===== config.mk =====
export PLATFORM = sky130hd
export DESIGN_NAME = scroll_addr_gen
export DESIGN_NICKNAME = d
export VERILOG_FILES = /design/src/rtl/scroll_pkg.sv /design/src/rtl/mod_add.sv /design/src/rtl/scroll_addr_gen.sv
export SDC_FILE = /design/constraint.sdc
export NUM_CORES = 1
export LEC_CHECK = 0
export BUFFER_PORTS_ARGS = -buffer_cell sky130_fd_sc_hd__clkbuf_2
export CORE_ASPECT_RATIO = 0.75
export CORE_UTILIZATION = 61
export DETAILED_ROUTE_END_ITERATION = 10
export HOLD_SLACK_MARGIN = 0.08
export PLACE_DENSITY = 0.86
export SETUP_SLACK_MARGIN = 0.05
export SLEW_MARGIN = 20
export SYNTH_ARGS = -nofsm -noshare
export SYNTH_HDL_FRONTEND = slang
export SYNTH_HIERARCHICAL = 1
export SYNTH_SLANG_ARGS = --single-unit

===== constraint.sdc =====
create_clock -name i_clk -period 4.02 [get_ports i_clk]
set_clock_uncertainty 0.05 [all_clocks]
set_input_delay 0.201 -clock i_clk [delete_from_list [all_inputs] [get_ports i_clk]]
set_output_delay 0.201 -clock i_clk [all_outputs]
set_load 0.01 [all_outputs]

===== src/rtl/scroll_pkg.sv =====
// Shared types and default sizing for the scrolling text-matrix address generator.
package scroll_pkg;

    typedef enum logic [1:0] {
        IDLE      = 2'd0,
        SCAN      = 2'd1,
        FRAME_END = 2'd2
    } scroll_state_t;

    localparam int DEF_ROWS            = 8;
    localparam int DEF_COLS            = 32;
    localparam int DEF_BUF_COLS        = 1024;
    localparam int DEF_FRAMES_PER_STEP = 4;

endpackage


===== src/rtl/mod_add.sv =====
// (a + b) mod MOD for operands already below MOD; one extra bit avoids overflow
// when MOD is not a power of two.
module mod_add #(
    parameter int MOD = 1024,
    parameter int W   = $clog2(MOD)
) (
    input  logic [W-1:0] i_a,
    input  logic [W-1:0] i_b,
    output logic [W-1:0] o_sum
);

    logic [W:0] w_raw;
    logic [W:0] w_wrapped;

    assign w_raw     = {1'b0, i_a} + {1'b0, i_b};
    assign w_wrapped = w_raw - (W+1)'(MOD);
    assign o_sum     = (w_raw >= (W+1)'(MOD)) ? w_wrapped[W-1:0] : w_raw[W-1:0];

endmodule


===== src/rtl/scroll_addr_gen.sv =====
// Walks a ROWS x COLS window over a circular text buffer, emitting one
// {buffer column, row} address per accepted beat; the window offset scrolls between frames.
module scroll_addr_gen
    import scroll_pkg::*;
#(
    parameter int ROWS            = DEF_ROWS,
    parameter int COLS            = DEF_COLS,
    parameter int BUF_COLS        = DEF_BUF_COLS,
    parameter int FRAMES_PER_STEP = DEF_FRAMES_PER_STEP,
    parameter int ROW_W           = $clog2(ROWS),
    parameter int COL_W           = $clog2(COLS),
    parameter int OFF_W           = $clog2(BUF_COLS)
) (
    input  logic                   i_clk,
    input  logic                   i_reset,
    input  logic                   i_enable,
    input  logic                   i_scroll_en,
    input  logic                   i_scroll_dir,
    input  logic                   i_offset_load,
    input  logic [OFF_W-1:0]       i_offset_in,
    input  logic                   i_addr_ready,
    output logic [OFF_W+ROW_W-1:0] o_addr,
    output logic                   o_addr_valid,
    output logic [ROW_W-1:0]       o_row_count,
    output logic [COL_W-1:0]       o_col_count,
    output logic [OFF_W-1:0]       o_offset,
    output logic                   o_frame_done
);

    localparam int FC_W = (FRAMES_PER_STEP > 1) ? $clog2(FRAMES_PER_STEP) : 1;

    scroll_state_t r_state, w_state_next;

    logic [ROW_W-1:0]       r_row, w_row_next;
    logic [COL_W-1:0]       r_col, w_col_next;
    logic [OFF_W-1:0]       r_offset, w_offset_next;
    logic [FC_W-1:0]        r_frame_cnt, w_frame_cnt_next;
    logic                   r_pend;
    logic [OFF_W-1:0]       r_pend_val;
    logic [OFF_W+ROW_W-1:0] r_addr;

    logic                   w_accept;
    logic                   w_last_col;
    logic                   w_last_row;
    logic                   w_step_due;
    logic [OFF_W-1:0]       w_col_ext;
    logic [OFF_W-1:0]       w_buf_col;
    logic [OFF_W-1:0]       w_step_up;
    logic [OFF_W-1:0]       w_step_down;
    logic [OFF_W:0]         w_load_wide;
    logic [OFF_W:0]         w_load_sub;
    logic [OFF_W-1:0]       w_load_val;

    assign w_accept   = (r_state == SCAN) && i_addr_ready;
    assign w_last_col = (r_col == COL_W'(COLS - 1));
    assign w_last_row = (r_row == ROW_W'(ROWS - 1));
    assign w_step_due = (r_frame_cnt == FC_W'(FRAMES_PER_STEP - 1));

    // The address register is loaded from the coordinate that will be presented next cycle.
    assign w_col_ext = OFF_W'(w_col_next);

    mod_add #(.MOD(BUF_COLS), .W(OFF_W)) u_col_add (
        .i_a   (w_col_ext),
        .i_b   (r_offset),
        .o_sum (w_buf_col)
    );

    mod_add #(.MOD(BUF_COLS), .W(OFF_W)) u_step_add (
        .i_a   (r_offset),
        .i_b   (OFF_W'(1)),
        .o_sum (w_step_up)
    );

    assign w_step_down = (r_offset == '0) ? OFF_W'(BUF_COLS - 1) : (r_offset - OFF_W'(1));

    // offset_in is below 2*BUF_COLS, so one conditional subtract is a full modulo.
    assign w_load_wide = {1'b0, i_offset_in};
    assign w_load_sub  = w_load_wide - (OFF_W+1)'(BUF_COLS);
    assign w_load_val  = (w_load_wide >= (OFF_W+1)'(BUF_COLS)) ? w_load_sub[OFF_W-1:0]
                                                                : i_offset_in;

    always_comb begin
        w_state_next     = r_state;
        w_row_next       = r_row;
        w_col_next       = r_col;
        w_offset_next    = r_offset;
        w_frame_cnt_next = r_frame_cnt;
        case (r_state)
            IDLE: begin
                w_row_next = '0;
                w_col_next = '0;
                if (i_enable) begin
                    w_state_next = SCAN;
                end
            end
            SCAN: begin
                if (w_accept) begin
                    if (w_last_col) begin
                        w_col_next = '0;
                        if (w_last_row) begin
                            w_row_next   = '0;
                            w_state_next = FRAME_END;
                        end else begin
                            w_row_next = r_row + ROW_W'(1);
                        end
                    end else begin
                        w_col_next = r_col + COL_W'(1);
                    end
                end
            end
            FRAME_END: begin
                w_state_next = IDLE;
                w_row_next   = '0;
                w_col_next   = '0;
                // An explicit load overrides any scroll step due on this frame.
                if (r_pend) begin
                    w_offset_next    = r_pend_val;
                    w_frame_cnt_next = '0;
                end else if (i_scroll_en) begin
                    if (w_step_due) begin
                        w_frame_cnt_next = '0;
                        w_offset_next    = i_scroll_dir ? w_step_down : w_step_up;
                    end else begin
                        w_frame_cnt_next = r_frame_cnt + FC_W'(1);
                    end
                end
            end
            default: begin
                w_state_next = IDLE;
            end
        endcase
    end

    always_ff @(posedge i_clk or posedge i_reset) begin
        if (i_reset) begin
            r_state     <= IDLE;
            r_row       <= '0;
            r_col       <= '0;
            r_offset    <= '0;
            r_frame_cnt <= '0;
            r_pend      <= 1'b0;
            r_pend_val  <= '0;
            r_addr      <= '0;
        end else begin
            r_state     <= w_state_next;
            r_row       <= w_row_next;
            r_col       <= w_col_next;
            r_offset    <= w_offset_next;
            r_frame_cnt <= w_frame_cnt_next;
            r_addr      <= {w_buf_col, w_row_next};
            if (i_offset_load) begin
                r_pend     <= 1'b1;
                r_pend_val <= w_load_val;
            end else if (r_state == FRAME_END) begin
                r_pend <= 1'b0;
            end
        end
    end

    assign o_addr       = r_addr;
    assign o_addr_valid = (r_state == SCAN);
    assign o_row_count  = r_row;
    assign o_col_count  = r_col;
    assign o_offset     = r_offset;
    assign o_frame_done = (r_state == FRAME_END);

endmodule


==> results.py <==
metrics = {
    "outcome": {
        "outcome": "completed",
    },
    "finish": {
        "regArea_um2": 1076,
        "multi_input_area_um2": 1704,
        "syn_to_final_growth_pct": 18.59,
        "nFillCells": 321,
        "nets": 411,
        "diodes": 0,
        "fin_util_pct": 75.69,
        "final_area_um2": 3401,
        "drive_above_1_share_pct": 19.78,
    },
    "pwr": {
        "p_comb_share_pct": 36.0,
        "p_int_mw": 0.9493,
        "power_density_nw_per_um2": 424.9,
        "clockPowerShare_pct": 24.6,
        "seqPwrFrac_pct": 39.4,
        "switchingPower_mw": 0.4955,
        "ir_drop_mv": 0.3681,
        "p_leak_nw": 1.663,
        "switching_share_pct": 34.29,
        "finalPower_mw": 1.445,
    },
    "global_routing": {
        "grtUsageMet1_pct": 37.56,
        "grt_pass1_vias": 2222,
        "use_met2_pct": 46.58,
        "grt_util_all_layers_pct": 28.48,
        "grt_remaining_overflow": 0,
        "antenna_found_initial": 0,
        "grt.busiest_layer": "met2",
        "met3_usage_pct": 8.593,
        "grt_max_degree": 44,
        "grt_pass1_wl_um": 10500,
    },
    "routing": {
        "vias_per_cell": 5.810,
        "first_pass_iters": 4,
        "drt_wl_total_um": 6556,
        "wire_per_inst_um": 15.39,
        "ant_nets": 0,
        "vias": 2475,
        "post-route-drc-count": 0,
        "drtIter0Drc": 130,
    },
    "worst_setup_path": {
        "cp.arrival_ns": 3.15,
        "crit_path_top_delay_cell": "dfrtp_1",
        "worstSetupStartpointType": "flip-flop",
        "cp_max_fo": 5,
        "cpMostUsedCell": "ha_1",
        "crit_buf_inv": 1,
        "cp.required_ns": 4.16,
        "critPathMaxStageDelay_ns": 0.44,
        "crit_family": "adder cells",
        "worstPathCellList": "ha_1 > and3_1 > ha_1 > nor3_1 > a21oi_1 > nor2b_1 > ha_1 > inv_1 > fa_1 > nand2b_1 > a21oi_1 > a221oi_2 > xnor2_1",
        "crit_path_end_kind": "flip-flop",
        "criticalPathCategory": "reg -> reg",
    },
    "yosys": {
        "ys_ff_latch": 43,
        "synth.most_common_cell": "dfrtp_1",
        "synth_cells": 300,
        "yosys-top-cells-count": "43 x dfrtp_1, 24 x ha_1, 21 x inv_1, 19 x nor2_1, 18 x nand3_1",
        "async_flop_share_pct": 100.0,
        "syn_area_um2": 2868,
        "synth-seq-area-share_pct": 37.52,
        "ys.flop_type": "dfrtp_1",
        "netlist.area_leader.share_pct": 37.52,
        "synth_area_leader_cell": "dfrtp_1",
        "synth_area_leaders": "dfrtp_1 38%, ha_1 10%, xnor2_1 4.6%",
        "synth.avg_cell_area_um2": 9.559,
        "yosysWarnings": 6,
        "synth-edff-count": 0,
        "ys_types": 47,
    },
    "sta": {
        "max_slew.worst_pin.slew_ns": 0.6312,
        "slew_headroom_pct": 57.92,
        "hold_viol_final": 0,
        "finalSetupViolations": 0,
        "rsz0062_at_grt": "false",
        "final.setup.tns_ns": 0,
        "period_share_pct": 74.98,
        "period_minus_slack_ns": 3.014,
        "fmax_mhz": 331.8,
        "maxSlewViolCount": 0,
    },
    "placement": {
        "placed_cell_area_um2": 3183,
        "port-buffer-count": 49,
        "dp_hpwl_um": 4648,
        "globalplace.congestion": 0.8318,
    },
    "cts": {
        "clkLatencyLatePin_ns": 0.31,
        "clk_path_buf_depth": 2,
        "cts_sinks": 43,
        "clk_pin_slew_ns": 0.08,
        "cts-root-buf": "clkbuf_8",
        "post_cts_buffers": 0,
        "cts_inserted_buffers": 5,
        "htree_levels": 2,
        "cts_tree": "yes",
    },
    "die": {
        "die_area_um2": 4982,
        "die_width_um": 81.17,
        "fp.coreArea_um2": 4493,
        "fp.dieH_um": 61.38,
        "initial_core_util_pct": 63.83,
        "rows": 21,
        "io_pins": 50,
    },
    "job": {
        "cap_violations": 0,
    },
    "min_path": {
        "min_path_type": "in -> reg",
    },
}
## registers in the layout, summed over array words and instances, names as in the netlist, named ones only
name	count
o_addr	10
o_col_count	5
o_offset	10
r_frame_cnt	2
r_pend	1
r_pend_val	10
r_state	2
## path summary, 6_finish.rpt
| path | start | to | slack, ns | cells after the start |
|---|---|---|---|---|
| min | i_enable | r_state[0]$_DFFE_PP0P_ | 0.1 | 3 |
| max reg2reg | o_col_count[0]$_DFF_PP0_ | o_addr[11]$_DFF_PP0_ | 1.01 | 13 |
| max in group asynchronous | i_reset | o_addr[10]$_DFF_PP0_ | 3.05 | 4 |
| min in group asynchronous | i_reset | r_pend$_DFFE_PP0P_ | 0.50 | 4 |
| max | o_col_count[0]$_DFF_PP0_ | o_addr[11]$_DFF_PP0_ | 1.01 | 13 |
| min reg2reg | r_frame_cnt[0]$_DFFE_PP0P_ | r_frame_cnt[0]$_DFFE_PP0P_ | 0.45 | 1 |
## per-stage QoR
stage,hold slack [ns],setup WS [ns],cells
floorplan,0.3026,1.323,314
global placement,0.2871,1.227,408
detailed placement,0.2927,1.092,408
CTS,0.08650,1.068,426
global route,0.09106,0.9018,426
finish,0.09909,1.006,426
## repair_timing
item,CTS,global route
gates resized for setup,0,0
endpoints found under the hold margin,52,0
hold buffers,10,0
## final cells by class
type / count / area share [%]
repair buffers: 60 / 10.38
clock buffers: 6 / 2.428
multi-input cells: 237 / 50.11
inverters: 21 / 2.318
clock inverters: 2 / 1.030
flip-flops and latches: 43 / 31.64
well taps: 57 / 2.097
## cell usage in the layout (no fill, tap or decap), types with 3 or more instances in the layout
cell type	instances
a21o_1	7
a21oi_1	17
a31oi_1	9
and2_1	3
and3_1	4
clkbuf_2	49
clkbuf_8	6
conb_1	16
dfrtp_1	43
dlygate4sd3_1	10
ha_1	24
inv_1	21
mux2_2	10
mux2i_1	4
nand2_1	12
nand2b_1	4
nand3_1	18
nor2_1	19
nor2b_1	10
nor3_1	4
nor3b_1	4
o211ai_1	4
o21ai_0	14
o221ai_1	5
or3_1	3
xnor2_1	15
xor2_1	5
## power groups by stage
stage | Combinational [mW] | Clock [mW] | Sequential, mW
2_1_floorplan | 0.328 | 0 | 0.605
4_1_cts | 0.516 | 0.359 | 0.569
3_5_place_dp | 0.501 | 0 | 0.577
6_report | 0.520 | 0.355 | 0.569
5_1_grt | 0.586 | 0.376 | 0.583
3_3_place_gp | 0.486 | 0 | 0.571
## metal layers
metal	up-vias	share of wire, %
li1	1202	-
met1	1191	45
met2	76	49
met3	6	5.6
met4	0	0.82
met5	-	0
## cells by family (layout without fill, tap and decap cells)
| kind of cell | after synthesis | count (layout) | synth area share (%) |
|---|---|---|---|
| AND/OR/NAND/NOR | 88 | 88 | 15.97 |
| AO/OA/AOI/OAI | 73 | 73 | 18.06 |
| flip-flops | 43 | 43 | 37.52 |
| buffers and inverters | 34 | 89 | 4.886 |
| adder cells (fa/ha/maj) | 26 | 26 | 11.87 |
| XOR/XNOR | 20 | 20 | 6.108 |
| multiplexers | 14 | 14 | 5.323 |
| other | 2 | 16 | 0.2619 |
## worst register-to-register path, cell delays in order (launching register included)
cell and delay (ns):
dfrtp_1 0.44, ha_1 0.25, and3_1 0.15, ha_1 0.25, nor3_1 0.23, a21oi_1 0.08
nor2b_1 0.19, ha_1 0.21, inv_1 0.06, fa_1 0.39, nand2b_1 0.18, a21oi_1 0.21
a221oi_2 0.09, xnor2_1 0.13
No activity file was read; power rests on OpenSTA's default activity.
